`src/rtl/lc3b_types.sv`:
```
// Shared LC-3b pipeline types: machine word, the canonical NOP encoding and
// the {pc, instruction} record buffered between IF and ID.
package lc3b_types;

    typedef logic [15:0] lc3b_word;

    // BR with no condition bits set never branches, so all-zero decodes as a NOP
    localparam lc3b_word LC3B_NOP = 16'h0000;

    typedef struct packed {
        lc3b_word pc;
        lc3b_word instr;
    } lc3b_fq_entry;

endpackage

```
`src/rtl/fq_ptr.sv`:
```
// Wrapping ring-buffer pointer; wraps DEPTH-1 -> 0 through natural modulo on
// its own width, so DEPTH must be a power of two.
module fq_ptr #(
    parameter int WIDTH = 2
) (
    input  logic             clk,
    input  logic             reset,
    input  logic             clr,
    input  logic             inc,
    output logic [WIDTH-1:0] ptr
);

    logic [WIDTH-1:0] ptr_r;

    // Pointer register: reset and clear dominate, then advance on inc
    always_ff @(posedge clk) begin
        if (reset) begin
            ptr_r <= {WIDTH{1'b0}};
        end else if (clr) begin
            ptr_r <= {WIDTH{1'b0}};
        end else if (inc) begin
            ptr_r <= ptr_r + {{(WIDTH-1){1'b0}}, 1'b1};
        end else begin
            ptr_r <= ptr_r;
        end
    end

    assign ptr = ptr_r;

endmodule

```
`src/rtl/fetch_queue.sv`:
```
// In-order IF->ID fetch queue. Holds fetched {pc, instr} pairs so a decode
// stall never cancels an in-flight fetch; 'full' back-pressures fetch.
module fetch_queue
    import lc3b_types::*;
#(
    parameter int DEPTH = 4
) (
    input  logic                         clk,
    input  logic                         reset,
    input  logic                         flush,
    input  logic                         enq_valid,
    input  logic [15:0]                  enq_pc,
    input  logic [15:0]                  enq_instr,
    output logic                         full,
    input  logic                         deq_ready,
    output logic                         deq_valid,
    output logic [15:0]                  deq_pc,
    output logic [15:0]                  deq_instr,
    output logic [$clog2(DEPTH+1)-1:0]   count
);

    localparam int PW = $clog2(DEPTH);
    localparam int CW = $clog2(DEPTH+1);

    lc3b_fq_entry       storage_r [DEPTH];
    logic [CW-1:0]      count_r;
    logic [PW-1:0]      head_s;
    logic [PW-1:0]      tail_s;
    logic               full_s;
    logic               deq_valid_s;
    logic               enq_fire_s;
    logic               deq_fire_s;
    lc3b_fq_entry       head_entry_s;

    // Status decodes purely from the occupancy register; no enq->deq bypass
    assign full_s      = (count_r == CW'(DEPTH));
    assign deq_valid_s = (count_r != {CW{1'b0}});
    assign enq_fire_s  = enq_valid && !full_s;
    assign deq_fire_s  = deq_ready && deq_valid_s;

    fq_ptr #(.WIDTH(PW)) u_head (
        .clk   (clk),
        .reset (reset),
        .clr   (flush),
        .inc   (deq_fire_s),
        .ptr   (head_s)
    );

    fq_ptr #(.WIDTH(PW)) u_tail (
        .clk   (clk),
        .reset (reset),
        .clr   (flush),
        .inc   (enq_fire_s),
        .ptr   (tail_s)
    );

    // Entry storage: cleared on reset; flush leaves stale data masked by count
    always_ff @(posedge clk) begin
        if (reset) begin
            for (int i = 0; i < DEPTH; i++) begin
                storage_r[i] <= '{pc: LC3B_NOP, instr: LC3B_NOP};
            end
        end else if (!flush && enq_fire_s) begin
            storage_r[tail_s] <= '{pc: enq_pc, instr: enq_instr};
        end else begin
            storage_r <= storage_r;
        end
    end

    // Occupancy counter: simultaneous enq and deq leave it unchanged
    always_ff @(posedge clk) begin
        if (reset) begin
            count_r <= {CW{1'b0}};
        end else if (flush) begin
            count_r <= {CW{1'b0}};
        end else begin
            case ({enq_fire_s, deq_fire_s})
                2'b10:   count_r <= count_r + {{(CW-1){1'b0}}, 1'b1};
                2'b01:   count_r <= count_r - {{(CW-1){1'b0}}, 1'b1};
                default: count_r <= count_r;
            endcase
        end
    end

    // Head read port; an empty queue presents a NOP at pc 0
    always_comb begin
        head_entry_s = '{pc: LC3B_NOP, instr: LC3B_NOP};
        if (deq_valid_s) begin
            head_entry_s = storage_r[head_s];
        end else begin
            head_entry_s = '{pc: 16'h0000, instr: LC3B_NOP};
        end
    end

    assign full      = full_s;
    assign deq_valid = deq_valid_s;
    assign deq_pc    = head_entry_s.pc;
    assign deq_instr = head_entry_s.instr;
    assign count     = count_r;

endmodule

```
`config.mk`:
```
export PLATFORM = sky130hd
export DESIGN_NAME = fetch_queue
export DESIGN_NICKNAME = d
export VERILOG_FILES = /design/src/rtl/lc3b_types.sv /design/src/rtl/fq_ptr.sv /design/src/rtl/fetch_queue.sv
export SDC_FILE = /design/constraint.sdc
export NUM_CORES = 1
export LEC_CHECK = 0
export BUFFER_PORTS_ARGS = -buffer_cell sky130_fd_sc_hd__buf_2
export CAP_MARGIN = 20
export CORE_UTILIZATION = 50
export CTS_CLUSTER_SIZE = 30
export DETAILED_ROUTE_END_ITERATION = 10
export GPL_TIMING_DRIVEN = 0
export PLACE_DENSITY_LB_ADDON = 0.08
export SKIP_CTS_REPAIR_TIMING = 1
export SLEW_MARGIN = 10
export SYNTH_ARGS = -nofsm -noshare
export SYNTH_HDL_FRONTEND = slang
export SYNTH_HIERARCHICAL = 1
export SYNTH_SLANG_ARGS = --single-unit
```
`constraint.sdc`:
```
create_clock -name clk -period 4.25 [get_ports clk]
set_input_delay 0.2125 -clock clk [delete_from_list [all_inputs] [get_ports clk]]
set_output_delay 0.2125 -clock clk [all_outputs]
set_load 0.01 [all_outputs]
```
# Word level (Yosys, flattened, before mapping)
# Index checks and enable logic that the tools add are counted.
# Widths: inputs -> output; s select.
dict set report word_totals {
  register_bits 135
  latch_bits 0
  mem_bits_rw 0
  romBits 0
  inputBits 37
  output_inout_bits 37
  wordCells 40
  memories 0
}
dict set report op_classes {
  addsub 4
  multipliers 0
  div 0
  order_cmp 3
  eq_ne 3
  shift 0
  n_mux 8
  bitwise_logic 2
  n_reduce_logical 9
}
# cell count
set ops {}
lappend ops {{$bwmux 128} 1}
lappend ops {{$mux 32} 4}
lappend ops {{$bmux 32 s2} 1}
lappend ops {{$demux 32 s2} 1}
lappend ops {{$ge 3x3->1 const B} 2}
lappend ops {{$not 2->3} 2}
lappend ops {{$pmux 3 s2} 1}
lappend ops {{$add 2x1->2 const B} 2}
lappend ops {{$logic_and 1x1->1} 4}
lappend ops {{$add 3x1->3 const B} 1}
lappend ops {{$eq 3x3->1 const B} 1}
lappend ops {{$lt 3x1->1 const B} 1}
lappend ops {{$reduce_bool 3->1} 1}
lappend ops {{$sub 3x1->3 const B} 1}
lappend ops {{$eq 2x1->1 const B} 1}
lappend ops {{$eq 2x2->1 const B} 1}
lappend ops {{$logic_not 1->1} 2}
lappend ops {{$reduce_bool 2->1} 1}
lappend ops {{$reduce_or 2->1} 1}

# Logic depth before layout (Yosys ltp)
dict set report logic_depth {
  word_depth 6
  ltp_mapped 9
  depth_no_buf 8
}

# By module
# The synthesis kept the hierarchy.
# module instances cells_per_inst area_per_inst_um2 seq_area_each_um2
set modules_own_cells {}
lappend modules_own_cells {fetch_queue 1 556 6243.5 2622.5}
lappend modules_own_cells {fq_ptr 2 8 85.1 40.0}

# Worst setup path after synthesis
# No wires, ideal clock.
dict set report synth_timing {
  path_kind {reg-to-reg}
  from {register count_r[0], in the netlist count[0]}
  to {register count_r[2], in the netlist count[2]}
  setup_ns 0.086
  arrival_time_ns 2.291
  required_ns 4.164
  slack_ns 1.874
  stages_incl_launch_ff 10
  n_path_buf 1
  synth_period_minus_slack_ns 2.376
  cell_sequence {dfxtp_1 -> nor3_1 -> clkbuf_1 -> nor2b_1 -> ha_1 -> inv_1 -> fa_1 -> xor2_1 -> or3_1 -> a211oi_1}
}
dict set report synth_via {
  elab_cells_between_ends 11
  cone_classes {add/sub (2); eq/ne (3); mux (1); reduce/logical (5)}
}
# element line_no
set synth_lines {}
lappend synth_lines {{from (decl)} fetch_queue.sv:26} ;# logic [CW-1:0] count_r;
lappend synth_lines {{from (signal assigned)} fetch_queue.sv:73} ;# count_r <= {CW{1'b0}};
lappend synth_lines {{from (signal assigned)} fetch_queue.sv:75} ;# count_r <= {CW{1'b0}};
lappend synth_lines {{from (signal assigned)} fetch_queue.sv:78} ;# 2'b10: count_r <= count_r + {{(CW-1){1'b0}}, 1'b1};
lappend synth_lines {{$reduce_bool 3->1 *} fetch_queue.sv:37} ;# assign deq_valid_s = (count_r != {CW{1'b0}});
lappend synth_lines {{$logic_and 1x1->1 *} fetch_queue.sv:39} ;# assign deq_fire_s = deq_ready && deq_valid_s;
lappend synth_lines {{net deq_fire_s} fetch_queue.sv:32} ;# logic deq_fire_s;
lappend synth_lines {{$eq 2x1->1 / $eq 2x2->1 (equally long branches)} fetch_queue.sv:77} ;# case ({enq_fire_s, deq_fire_s})
lappend synth_lines {{$pmux 3 s2 / $reduce_bool 2->1 (equally long branches)} n/a}
# The timed path passes the listed nets; every way through them passes the cells marked *.
# A chain may end at the register's enable or synchronous reset.

# Final worst setup path
dict set report layout_timing {
  from {register count_r[2], in the netlist count[2]}
  to {register count_r[2], in the netlist count[2]}
}
# The elaborated chain is that of the path after synthesis.

==> impl_metrics.env <==
export IMPL_layout_drive_gt1_share_pct=23.5
export IMPL_crit_required_ns=4.58
export IMPL_wl_met3_um=428
export IMPL_worst_pin_slew_ns=0.929
export IMPL_gp_congestion=0.759
export IMPL_cts_buffers=17
export IMPL_synth_area_leaders="dfxtp_1 (42%), mux2i_1 (20%), nand2b_1 (16%), mux4_2 (11%), nor2b_1 (3.3%)"
export IMPL_die_w_um=115
export IMPL_clock_path_buffers=2
export IMPL_core_rowCount=41
export IMPL_grt_usage_pct=25.1
export IMPL_setup_tns_ns=0
export IMPL_grt_pass1_vias=4465
export IMPL_dieArea_um2=13300
export IMPL_dp_hpwl_um=10200
export IMPL_fin_nets=703
export IMPL_highest_layer="met4"
export IMPL_cts_tree="built"
export IMPL_fmax_ghz=0.310
export IMPL_met2RoutedLength_um=7520
export IMPL_synthAdderAreaFrac_pct=0.507
export IMPL_synth_simple_area_share_pct=21.0
export IMPL_wl_um=15500
export IMPL_synth_xor_area_share_pct=0.546
export IMPL_slew_viol_final=0
export IMPL_synth_top_area_share_pct=42.1
export IMPL_syn_inst=572
export IMPL_muxShareOfSynthArea_pct=31.2
export IMPL_postPlaceCellArea_um2=6990
export IMPL_worstPathArrival_ns=3.55
export IMPL_grt_pass1_wl_um=24100
export IMPL_wl_met1_um=7350
export IMPL_maxCapViolCount=0
export IMPL_synth_edf_count=0
export IMPL_worst_setup_path_start_kind="flop"
export IMPL_antenna_found_initial=0
export IMPL_coreArea_um2=12600
export IMPL_wl_per_cell_um=18.3
export IMPL_io_pins=74
export IMPL_synth_top_family_by_area="multiplexers"
export IMPL_dr_pass1_iters=4
export IMPL_drtIter0Drc=246
export IMPL_setup_viol=0
export IMPL_power_density_nw_per_um2=401
export IMPL_port_buffers=73
export IMPL_hold_viol=0
export IMPL_synth_area_um2=6410
export IMPL_synth_most_common_cell="nand2b_1"
export IMPL_drc=0
export IMPL_cp_max_fo=10
export IMPL_yosysWarningCount=6
export IMPL_slew_headroom_pct=37.6
export IMPL_yosysUniqueCellTypes=33
export IMPL_crit_type="reg -> reg"
export IMPL_p_leak_nw=3.38
export IMPL_synth_async_sr_flop_share_pct=0
export IMPL_yosys_top_cells_count="nand2b_1 (161), dfxtp_1 (135), mux2i_1 (128)"
export IMPL_synth_top_area_cell="dfxtp_1"
export IMPL_ir_drop_v=0.000324
export IMPL_clk_pin_slew_worst_paths_ns=0.06
export IMPL_synth_fp_nets=611
export IMPL_ys_seq_area_share_pct=42.1
export IMPL_area_growth_pct=18.5
export IMPL_synth_area_per_cell_um2=11.2
export IMPL_ys_seq_elements=135
export IMPL_fin_skew_ns=0.0112
export IMPL_grt_max_degree=17
export IMPL_num_vias=4421
export IMPL_initial_core_util_pct=51.0
export IMPL_hold_class="in -> reg"
export IMPL_clkSinkCount=135
export IMPL_detail_route_antenna_nets=0
export IMPL_synth_compound_area_share_pct=0.858
export IMPL_cts_root_buffer="clkbuf_16"
export IMPL_post_route_period_util_pct=75.9
export IMPL_fill_cells=1077
export IMPL_cts_max_level=4
export IMPL_via_per_inst=5.21
export IMPL_final_cell_area_um2=7600
export IMPL_period_needed_ns=3.23
export IMPL_endpoint_kind="flop"
export IMPL_overflow=0
export IMPL_diodes=0
export IMPL_run_status="finished, final reports clean"
export IMPL_die_y_um=115
export IMPL_whs_ns=0.0491
export IMPL_clock_latency_ns=0.43
export IMPL_yosys_most_used_dff="dfxtp_1"
export IMPL_rsz0062_at_grt="no"
## metrics by stage
stage / setup WS [ns] / cells / utilization [%] / total power (W)
2_1_floorplan: 1.87 / 572 / - / 0.00148
3_3_place_gp: 1.07 / 817 / 55.6 / 0.00155
3_5_place_dp: 1.04 / 817 / 55.6 / 0.00156
4_1_cts: 1.04 / 848 / 60.5 / 0.00307
5_1_grt: 0.870 / 848 / 60.5 / 0.00313
6_report: 1.02 / 848 / 60.5 / 0.00305
## final cells by class
type | instances | area [um2] | share of cell area [%]
clock inverters | 9 | 123 | 1.61
repair buffers | 73 | 365 | 4.81
clock buffers | 22 | 484 | 6.37
multi-input cells | 387 | 3470 | 45.7
inverters | 6 | 22.5 | 0.296
well taps | 172 | 215 | 2.83
plain buffers | 44 | 215 | 2.83
flip-flops and latches | 135 | 2700 | 35.6
## power breakdown
group          switching, W  internal (W)  leakage [nW]
combinational      0.000122      0.000105          1.99
sequential        0.0000135       0.00129          1.09
clock              0.000539      0.000976         0.302
## logic make-up (layout without fill, tap and decap cells)
logic type,count (synthesis),in the layout
and+or+nand+nor,214,214
muxes,160,160
DFF,135,135
buffers and inverters,50,154
AOI/OAI and AO/OA,7,7
xor gates and xnor gates,4,4
adders and majority gates,2,2
## path summary, 6_finish.rpt
| path | start | cells after the start | to | slack (ns) |
|---|---|---|---|---|
| max | count[2] | 9 | count[2] | 1.02 |
| max reg2reg | count[2] | 9 | count[2] | 1.02 |
| min | flush | 2 | count[0] | 0.05 |
| min reg2reg | storage_r[71] | 2 | storage_r[71] | 0.47 |
## critical path: stages (launching register included)
cell and delay [ns]:
dfxtp_1 0.34, nor3_1 0.77, clkbuf_1 0.67, nor2b_1 0.24, ha_1 0.27, inv_1 0.07, fa_1 0.17, xor2_1 0.07
or3_1 0.30, a211oi_1 0.22
## layout by cell type, fill, tap and decap left out, types with 3 or more instances in the layout
master and instances:
buf_4 3, mux2i_1 128, nand2b_1 161, clkbuf_1 25, inv_1 5, mux4_2 32
bufinv_16 3, clkbuf_16 17, buf_2 86, nor2_1 3, nor3_1 3, nor2b_1 34
dfxtp_1 135, buf_6 3, clkbuf_8 4, clkinv_2 5
## registers in the layout, indices dropped and copies added, names as in the netlist
name / cells
count: 3
u_head/ptr: 2
storage_r: 128
u_tail/ptr: 2
## metal layers
layer | vias up | track usage, %
li1 | 2140 | -
met1 | 2189 | 31.4
met2 | 74 | 42.0
met3 | 18 | 5.64
met4 | 0 | 10.2
met5 | - | 0
No activity file was read; power rests on OpenSTA's default activity.
